File: config.mk
export PLATFORM = sky130hd
export DESIGN_NAME = id_ex_stage_reg
export DESIGN_NICKNAME = d
export VERILOG_FILES = /design/src/rtl/id_ex_stage_reg.sv
export SDC_FILE = /design/constraint.sdc
export NUM_CORES = 1
export LEC_CHECK = 0
export BUFFER_PORTS_ARGS = -buffer_cell sky130_fd_sc_hd__buf_2
export CAP_MARGIN = 30
export CORE_MARGIN = 5
export CORE_UTILIZATION = 40
export DETAILED_ROUTE_END_ITERATION = 12
export PLACE_DENSITY_LB_ADDON = 0.05
export REMOVE_ABC_BUFFERS = 1
export SYNTH_ARGS = -nofsm -noshare
export SYNTH_HDL_FRONTEND = slang
export SYNTH_SLANG_ARGS = --single-unit
File: constraint.sdc
create_clock -name clk -period 2.2 [get_ports clk]
set_input_delay 0 -clock clk [delete_from_list [all_inputs] [get_ports clk]]
set_output_delay 0 -clock clk [all_outputs]
set_load 0.01 [all_outputs]
File: src/rtl/id_ex_stage_reg.sv
// ID/EX pipeline register with load-use / RAW hazard detection.
// Ports: clk, rst (async active-low); flush; id_* decoded inputs; mem_dest /
// mem_wb_en from MEM; hazard_stall (comb); ex_* registered outputs;
// bubble_count (saturating stall-bubble count).
// Build option: define ID_EX_FORWARDING_EN for the forwarding variant
// (only load-use against EX stalls); undefined stalls on any EX/MEM RAW.
module id_ex_stage_reg #(
    parameter int WORD_LEN     = 32,
    parameter int REG_ADDR_LEN = 5,
    parameter int EXE_CMD_LEN  = 4
) (
    input  logic                    clk,
    input  logic                    rst,
    input  logic                    flush,
    input  logic                    id_valid,
    input  logic [WORD_LEN-1:0]     id_pc,
    input  logic [WORD_LEN-1:0]     id_reg1,
    input  logic [WORD_LEN-1:0]     id_reg2,
    input  logic [WORD_LEN-1:0]     id_imm,
    input  logic [REG_ADDR_LEN-1:0] id_src1,
    input  logic [REG_ADDR_LEN-1:0] id_src2,
    input  logic                    id_src2_used,
    input  logic [REG_ADDR_LEN-1:0] id_dest,
    input  logic                    id_wb_en,
    input  logic                    id_mem_r_en,
    input  logic                    id_mem_w_en,
    input  logic                    id_is_imm,
    input  logic [EXE_CMD_LEN-1:0]  id_exe_cmd,
    input  logic [REG_ADDR_LEN-1:0] mem_dest,
    input  logic                    mem_wb_en,
    output logic                    hazard_stall,
    output logic                    ex_valid,
    output logic                    ex_wb_en,
    output logic                    ex_mem_r_en,
    output logic                    ex_mem_w_en,
    output logic                    ex_is_imm,
    output logic [EXE_CMD_LEN-1:0]  ex_exe_cmd,
    output logic [WORD_LEN-1:0]     ex_pc,
    output logic [WORD_LEN-1:0]     ex_reg1,
    output logic [WORD_LEN-1:0]     ex_reg2,
    output logic [WORD_LEN-1:0]     ex_imm,
    output logic [REG_ADDR_LEN-1:0] ex_src1,
    output logic [REG_ADDR_LEN-1:0] ex_src2,
    output logic [REG_ADDR_LEN-1:0] ex_dest,
    output logic [15:0]             bubble_count
);

    typedef struct packed {
        logic                    valid;
        logic                    wb_en;
        logic                    mem_r_en;
        logic                    mem_w_en;
        logic                    is_imm;
        logic [EXE_CMD_LEN-1:0]  exe_cmd;
        logic [WORD_LEN-1:0]     pc;
        logic [WORD_LEN-1:0]     reg1;
        logic [WORD_LEN-1:0]     reg2;
        logic [WORD_LEN-1:0]     imm;
        logic [REG_ADDR_LEN-1:0] src1;
        logic [REG_ADDR_LEN-1:0] src2;
        logic [REG_ADDR_LEN-1:0] dest;
    } id_ex_t;

    id_ex_t      ex_q, ex_d;
    logic [15:0] cnt_q, cnt_d;

    // r0 is hardwired zero, so it can never carry a dependency.
    logic raw_ex;
    assign raw_ex =
        ((id_src1 != '0) && (id_src1 == ex_q.dest)) ||
        (id_src2_used && (id_src2 != '0) &&
         (id_src2 == ex_q.dest));

`ifdef ID_EX_FORWARDING_EN
    // ALU results forward from EX/MEM; only a load in EX is too late.
    logic unused_mem;
    assign unused_mem = ^{mem_dest, mem_wb_en};

    assign hazard_stall = id_valid && ex_q.valid &&
                          ex_q.mem_r_en && raw_ex;
`else
    logic raw_mem;
    assign raw_mem =
        ((id_src1 != '0) && (id_src1 == mem_dest)) ||
        (id_src2_used && (id_src2 != '0) &&
         (id_src2 == mem_dest));

    // WB needs no check: the regfile writes on the falling edge.
    assign hazard_stall = id_valid &&
        ((ex_q.valid && ex_q.wb_en && raw_ex) ||
         (mem_wb_en && raw_mem));
`endif

    always_comb begin
        ex_d  = ex_q;
        cnt_d = cnt_q;
        if (flush || hazard_stall) begin
            // Bubble: kill side effects, data fields hold.
            ex_d.valid    = 1'b0;
            ex_d.wb_en    = 1'b0;
            ex_d.mem_r_en = 1'b0;
            ex_d.mem_w_en = 1'b0;
            // A flush overrides a simultaneous stall and is not counted.
            if (!flush && (cnt_q != 16'hFFFF)) begin
                cnt_d = cnt_q + 16'd1;
            end
        end else begin
            ex_d.valid    = id_valid;
            ex_d.wb_en    = id_wb_en;
            ex_d.mem_r_en = id_mem_r_en;
            ex_d.mem_w_en = id_mem_w_en;
            ex_d.is_imm   = id_is_imm;
            ex_d.exe_cmd  = id_exe_cmd;
            ex_d.pc       = id_pc;
            ex_d.reg1     = id_reg1;
            ex_d.reg2     = id_reg2;
            ex_d.imm      = id_imm;
            ex_d.src1     = id_src1;
            ex_d.src2     = id_src2;
            ex_d.dest     = id_dest;
        end
    end

    always_ff @(posedge clk or negedge rst) begin
        if (!rst) begin
            ex_q  <= '0;
            cnt_q <= '0;
        end else begin
            ex_q  <= ex_d;
            cnt_q <= cnt_d;
        end
    end

    assign ex_valid     = ex_q.valid;
    assign ex_wb_en     = ex_q.wb_en;
    assign ex_mem_r_en  = ex_q.mem_r_en;
    assign ex_mem_w_en  = ex_q.mem_w_en;
    assign ex_is_imm    = ex_q.is_imm;
    assign ex_exe_cmd   = ex_q.exe_cmd;
    assign ex_pc        = ex_q.pc;
    assign ex_reg1      = ex_q.reg1;
    assign ex_reg2      = ex_q.reg2;
    assign ex_imm       = ex_q.imm;
    assign ex_src1      = ex_q.src1;
    assign ex_src2      = ex_q.src2;
    assign ex_dest      = ex_q.dest;
    assign bubble_count = cnt_q;

endmodule
# --- Yosys cells after proc, flatten, opt, wreduce, memory -nomap -nowiden ---
# Index checks and enable logic that the tools add are counted.
# Widths: inputs -> output; s select.
op_classes:
  n_addsub: 1
  n_eq_ne: 5
  n_mux: 1
  reduce_logical: 18
ops:
  columns: ["op", "n"]
  rows:
  - ["$eq 5x5->1", 4]
  - ["$add 16x1->16 const B", 1]
  - ["$ne 16x16->1 const B", 1]
  - ["$logic_and 1x1->1", 10]
  - ["$reduce_bool 5->1", 2]
  - ["$logic_or 1x1->1", 4]
  - ["$mux 4", 1]
  - ["$reduce_and 2->1", 1]
  - ["$logic_not 1->1", 1]
totals:
  ff_bits: 168
  in_bits: 162

# --- Depth between registers and ports, before layout ---
depth:
  depth_word: 9
  depth_mapped: 9
  mapped_depth_nobuf: 8

# --- Worst setup path before layout ---
# OpenSTA, ideal clock, no wires.
synth_path:
  path_type: "reg-to-reg"
  from: "register ex_q (netlist bit ex_dest[4])"
  to: "register ex_q (netlist bit ex_pc[15])"
  setup_ns: 0.127
  arrival_ns: 2.116
  t_required_ns: 2.073
  path_slack_ns: -0.043
  path_stages_with_launch: 10
  n_path_buf: 2
  period_less_slack_ns: 2.243
  path_cell_list: "dfrtp_1 > xnor2_1 > nand3_1 > nor4_1 > o21bai_1 > a21boi_1 > nor2_4 > buf_6 > buf_4 > mux2_1"
synth_via:
  elab_chain_cells: 7
  word_cells_on_any_way: 9
  classes_between: "2 x eq/ne; 7 x reduce/logical"
synth_rtl:
  columns: ["item", "line", "rtl"]
  rows:
  - ["start, declared", "64", "id_ex_t ex_q, ex_d;"]
  - ["start signal, assigned", "126", "ex_q <= '0;"]
  - ["start signal, assigned", "129", "ex_q <= ex_d;"]
  - ["$eq 5x5->1, on equally long branches", "70, 72", null]
  - ["$logic_and 1x1->1, on equally long branches", "70, 71", null]
  - ["$logic_or 1x1->1 (*)", "70", "((id_src1 != '0) && (id_src1 == ex_q.dest)) ||"]
  - ["$logic_and 1x1->1 (*)", "90", "((ex_q.valid && ex_q.wb_en && raw_ex) ||"]
  - ["$logic_or 1x1->1 (*)", "90", null]
  - ["$logic_and 1x1->1 (*)", "89", "assign hazard_stall = id_valid &&"]
  - ["net hazard_stall", "31", "output logic hazard_stall,"]
  - ["$logic_or 1x1->1 (*)", "97", "if (flush || hazard_stall) begin"]
# The timed path passes the listed nets; every way through them passes the cells marked *.
# A chain may end at the register's enable or synchronous reset.

# --- Worst setup path in the final report ---
layout_path:
  from: "register ex_q (netlist bit ex_dest[1])"
  to: "register ex_q (netlist bit ex_reg2[29])"
layout_via:
  elab_chain_cells: 7
  word_cells_on_any_way: 9
  classes_between: "2 x eq/ne; 7 x reduce/logical"
layout_rtl:
  columns: ["item", "line"]
  rows:
  - ["$eq 5x5->1, on equally long branches", "70, 72"]
  - ["$logic_and 1x1->1, on equally long branches", "70, 71"]
  - ["$logic_or 1x1->1 (*)", "70"]
  - ["$logic_and 1x1->1 (*)", "90"]
  - ["$logic_or 1x1->1 (*)", "90"]
  - ["$logic_and 1x1->1 (*)", "89"]
  - ["$logic_or 1x1->1 (*)", "97"]
# Mark *: on every way between the ends. The rest lies on a longest branch, timed or not.

==> summary.txt <==
Status
  – Status: finished, final reports clean

Route
  – Wire per inst: 17.23 um
  – Vias/cell: 4.691
  – TritonRoute pass-1 iters: 4
  – Final wirelength: 20430 um
  – Antenna violation net count after detailed routing: 0
  – 1st-iter DRT viols: 157
  – Via count: 5564
  – Drc violations: 0

Clock tree
  – Total CTS buffers: 17
  – Skew-Pair Late Insertion Delay: 0.42 ns
  – H-tree levels: 4
  – Clock sink count: 168
  – Deepest clock path buffer count: 2
  – CTS tree: yes
  – Root Buffer: clkbuf_16
  – Clock-pin slew on the worst setup and hold paths: 0.06 ns

Logic synthesis
  – Distinct cells, synth: 31
  – Synthesis warning total: 0
  – Synthesized cell area: 6679 um2
  – FFs w/ async S/R, synth: 100.0%
  – Sequential share of the synthesized area: 62.94%
  – Post-synthesis register bit count: 168
  – Post-Syn Area per Cell: 15.57 um2
  – Most used DFF post-synth: dfrtp_1
  – Number of synthesized flops with an enable pin: 0
  – Mapped Cells: 429

Worst hold path
  – Worst min-delay path class: in2reg
  – Hold_sp: id_valid

Critical path
  – Slowest stage cell on the critical path: dfrtp_1
  – Critical path data required time: 2.49 ns
  – Crit-path most repeated cell: buf_12
  – Crit path max fanout: 17
  – WS Path Type: reg2reg
  – Worst setup EP type: flop
  – Reg2reg start: ex_dest[1]
  – CP Cell Sequence: xnor2_1 -> nand3_1 -> nor4_2 -> o21bai_1 -> a21boi_2 -> nor2_4 -> buf_12 -> buf_12 -> mux2_1
  – Critical path's largest stage delay: 0.42 ns
  – Crit. Startpoint: ex_dest[1]
  – Crit path DAT: 2.45 ns
  – Startpoint class of the critical path: flop

Timing
  – RSZ-0062 raised after global routing: yes
  – Hold Vio Cnt, Final: 0
  – Worst-Margin Slew: 0.5194 ns
  – Final setup TNS: 0 ns
  – Max-slew headroom: 65.37%
  – Hold WS: 0.1003 ns
  – Fin crit share: 97.92%
  – Final count of pins violating max slew: 0
  – Min Tclk post-route: 2.154 ns
  – Setup Viol. Count Final: 0
  – Max Fclk: 0.4642 GHz
  – Worst clock skew: 0.01189 ns

Placed design
  – PortBufs: 330
  – Inst Count DP: 996
  – Hpwl dp: 14450 um
  – Placer congestion estimate: 0.7537

Final layout
  – N_diodes: 0
  – Layout cells sized above 1: 51.45%
  – Synth-to-layout area growth: 68.43%
  – Post-Layout Cell Count: 1186
  – Final #Nets: 1116
  – Filler Cell Count: 1226

Global routing
  – Vias in the first global route: 6295
  – Met3 Usage GRT: 7.479%
  – M2 GR Usage: 36.18%
  – Met1 Usage GRT: 22.39%
  – Top Usage Layer GRT: met2
  – Largest net degree at the start of global routing: 56
  – Initial antenna violation count: 0
  – GR Overflow Total: 0
  – Total GRT Usage: 20.70%
  – First-pass GRT wire length: 32250 um

Power
  – PD cells: 728.0 nW/um2
  – Worst VDD drop: 490.2 uV
  – Leakage: 5.504 nW

Die
  – Chip Width: 139.2 um
  – Num ports: 331
  – Std-Cell Rows: 47
  – CORE AREA: 16470 um2
  – Die area: 19380 um2
  – Die Y: 139.2 um
  – Initial Util: 40.56%

Job
  – Max Cap Viol: 0
synth_stat cells (2+ instances only):
library cell | number | area [um2]
nand2_1 | 6 | 22.52
nor4_1 | 5 | 31.28
nor3_1 | 2 | 10.01
nand3_1 | 12 | 60.06
and2_1 | 5 | 31.28
or4_1 | 2 | 15.01
dfrtp_1 | 168 | 4204
o21ai_1 | 2 | 10.01
mux2_2 | 63 | 709.4
inv_1 | 2 | 7.510
xor2_1 | 12 | 105.1
nor2_1 | 5 | 18.77
mux2_1 | 87 | 979.7
xnor2_1 | 22 | 192.7
buf_6 | 9 | 101.4
nand4_1 | 3 | 18.77
buf_2 | 6 | 30.03
and3_1 | 5 | 31.28
through the flow:
step	setup WS, ns	total power, mW	util (%)	cell area, um2
after floorplan	-1.696	4.138	-	6536
after global placement	-0.02762	4.858	53.90	8875
after detailed placement	-0.09161	4.895	53.90	8875
after CTS	0.009852	8.199	66.98	11030
after global routing	-0.02578	8.564	68.32	11250
final	0.04580	8.189	68.32	11250
area by class of cell:
class / instances / area (um2) / share of cell area (%)
sequential: 168 / 4204 / 37.37
inverter: 2 / 7.507 / 0.06673
clock inverter: 10 / 142.6 / 1.268
multi-input combinational: 242 / 2470 / 21.96
tap: 220 / 275.3 / 2.447
clock buffer: 22 / 464.2 / 4.126
timing repair buffer: 522 / 3686 / 32.77
worst max-delay path, delay by kind of cell (launching register included):
family | cells | cell delay [ns]
AOI/OAI and AO/OA | 2 | 0.37
xor gates and xnor gates | 1 | 0.20
buffers and inverters | 2 | 0.32
DFF | 1 | 0.42
muxes | 1 | 0.33
and+or+nand+nor | 3 | 0.39
cells in the final DEF, fill, tap and decap left out, types with 4 or more instances in the layout:
cell,netlist,layout
buf_2,6,329
dfrtp_1,168,168
dlygate4sd3_1,0,153
mux2_2,63,63
mux2_1,87,58
mux2_4,0,29
buf_4,1,24
xnor2_1,22,21
clkbuf_16,0,19
xor2_1,12,12
nand3_1,12,12
buf_12,0,10
nand2_1,6,6
nor2_1,5,5
and2_1,5,5
and3_1,5,5
nor4_2,0,4
power by group:
part	switching, mW	internal, mW
sequential	0.174	3.40
combinational	0.686	0.884
clock	1.19	1.85
total	2.05	6.14
cell families (layout without fill, tap and decap cells):
family / after synthesis / count (layout) / synth area share (%)
xor+xnor: 34 / 34 / 4.459
flops: 168 / 168 / 62.94
mux: 150 / 150 / 25.29
compound gates: 8 / 8 / 0.7681
fa+ha+maj: 1 / 1 / 0.1873
simple gates: 49 / 49 / 4.103
buf+inv: 19 / 556 / 2.248
what timing repair did:
| item | 4_1_cts | 5_1_grt |
|---|---|---|
| endpoints found under the hold margin | 296 | 0 |
| cloned | 0 | 2 |
| buffers inserted | 0 | 3 |
| endpoints found under the setup margin | 144 | 136 |
| gates resized for setup | 3 | 35 |
| pin swaps | 0 | 3 |
| hold buffers | 153 | 0 |
path summary, 6_finish.rpt:
path | end | slack [ns] | cells past startpoint
setup / recovery | ex_reg2[29] | 0.05 | 9
hold / removal | ex_valid | 0.10 | 4
setup reg to reg | ex_reg2[29] | 0.05 | 9
hold reg to reg | ex_reg1[5] | 0.48 | 1
max in group asynchronous | ex_pc[9] | 1.35 | 3
min in group asynchronous | ex_imm[10] | 0.11 | 2
per-layer routing:
layer	part of all wire, %	up-vias
met4	3.8	0
met3	8.1	52
met1	37	2718
li1	-	2571
met2	51	223
met5	0	-
sequential cells by signal, summed over array words and instances (netlist names):
signal        flops
ex_reg1          32
ex_valid          1
ex_is_imm         1
ex_src1           5
ex_reg2          32
ex_exe_cmd        4
bubble_count     16
ex_wb_en          1
ex_dest           5
ex_imm           32
ex_pc            32
ex_mem_w_en       1
ex_mem_r_en       1
ex_src2           5
Note: power is estimated with default switching activity, not from simulation.
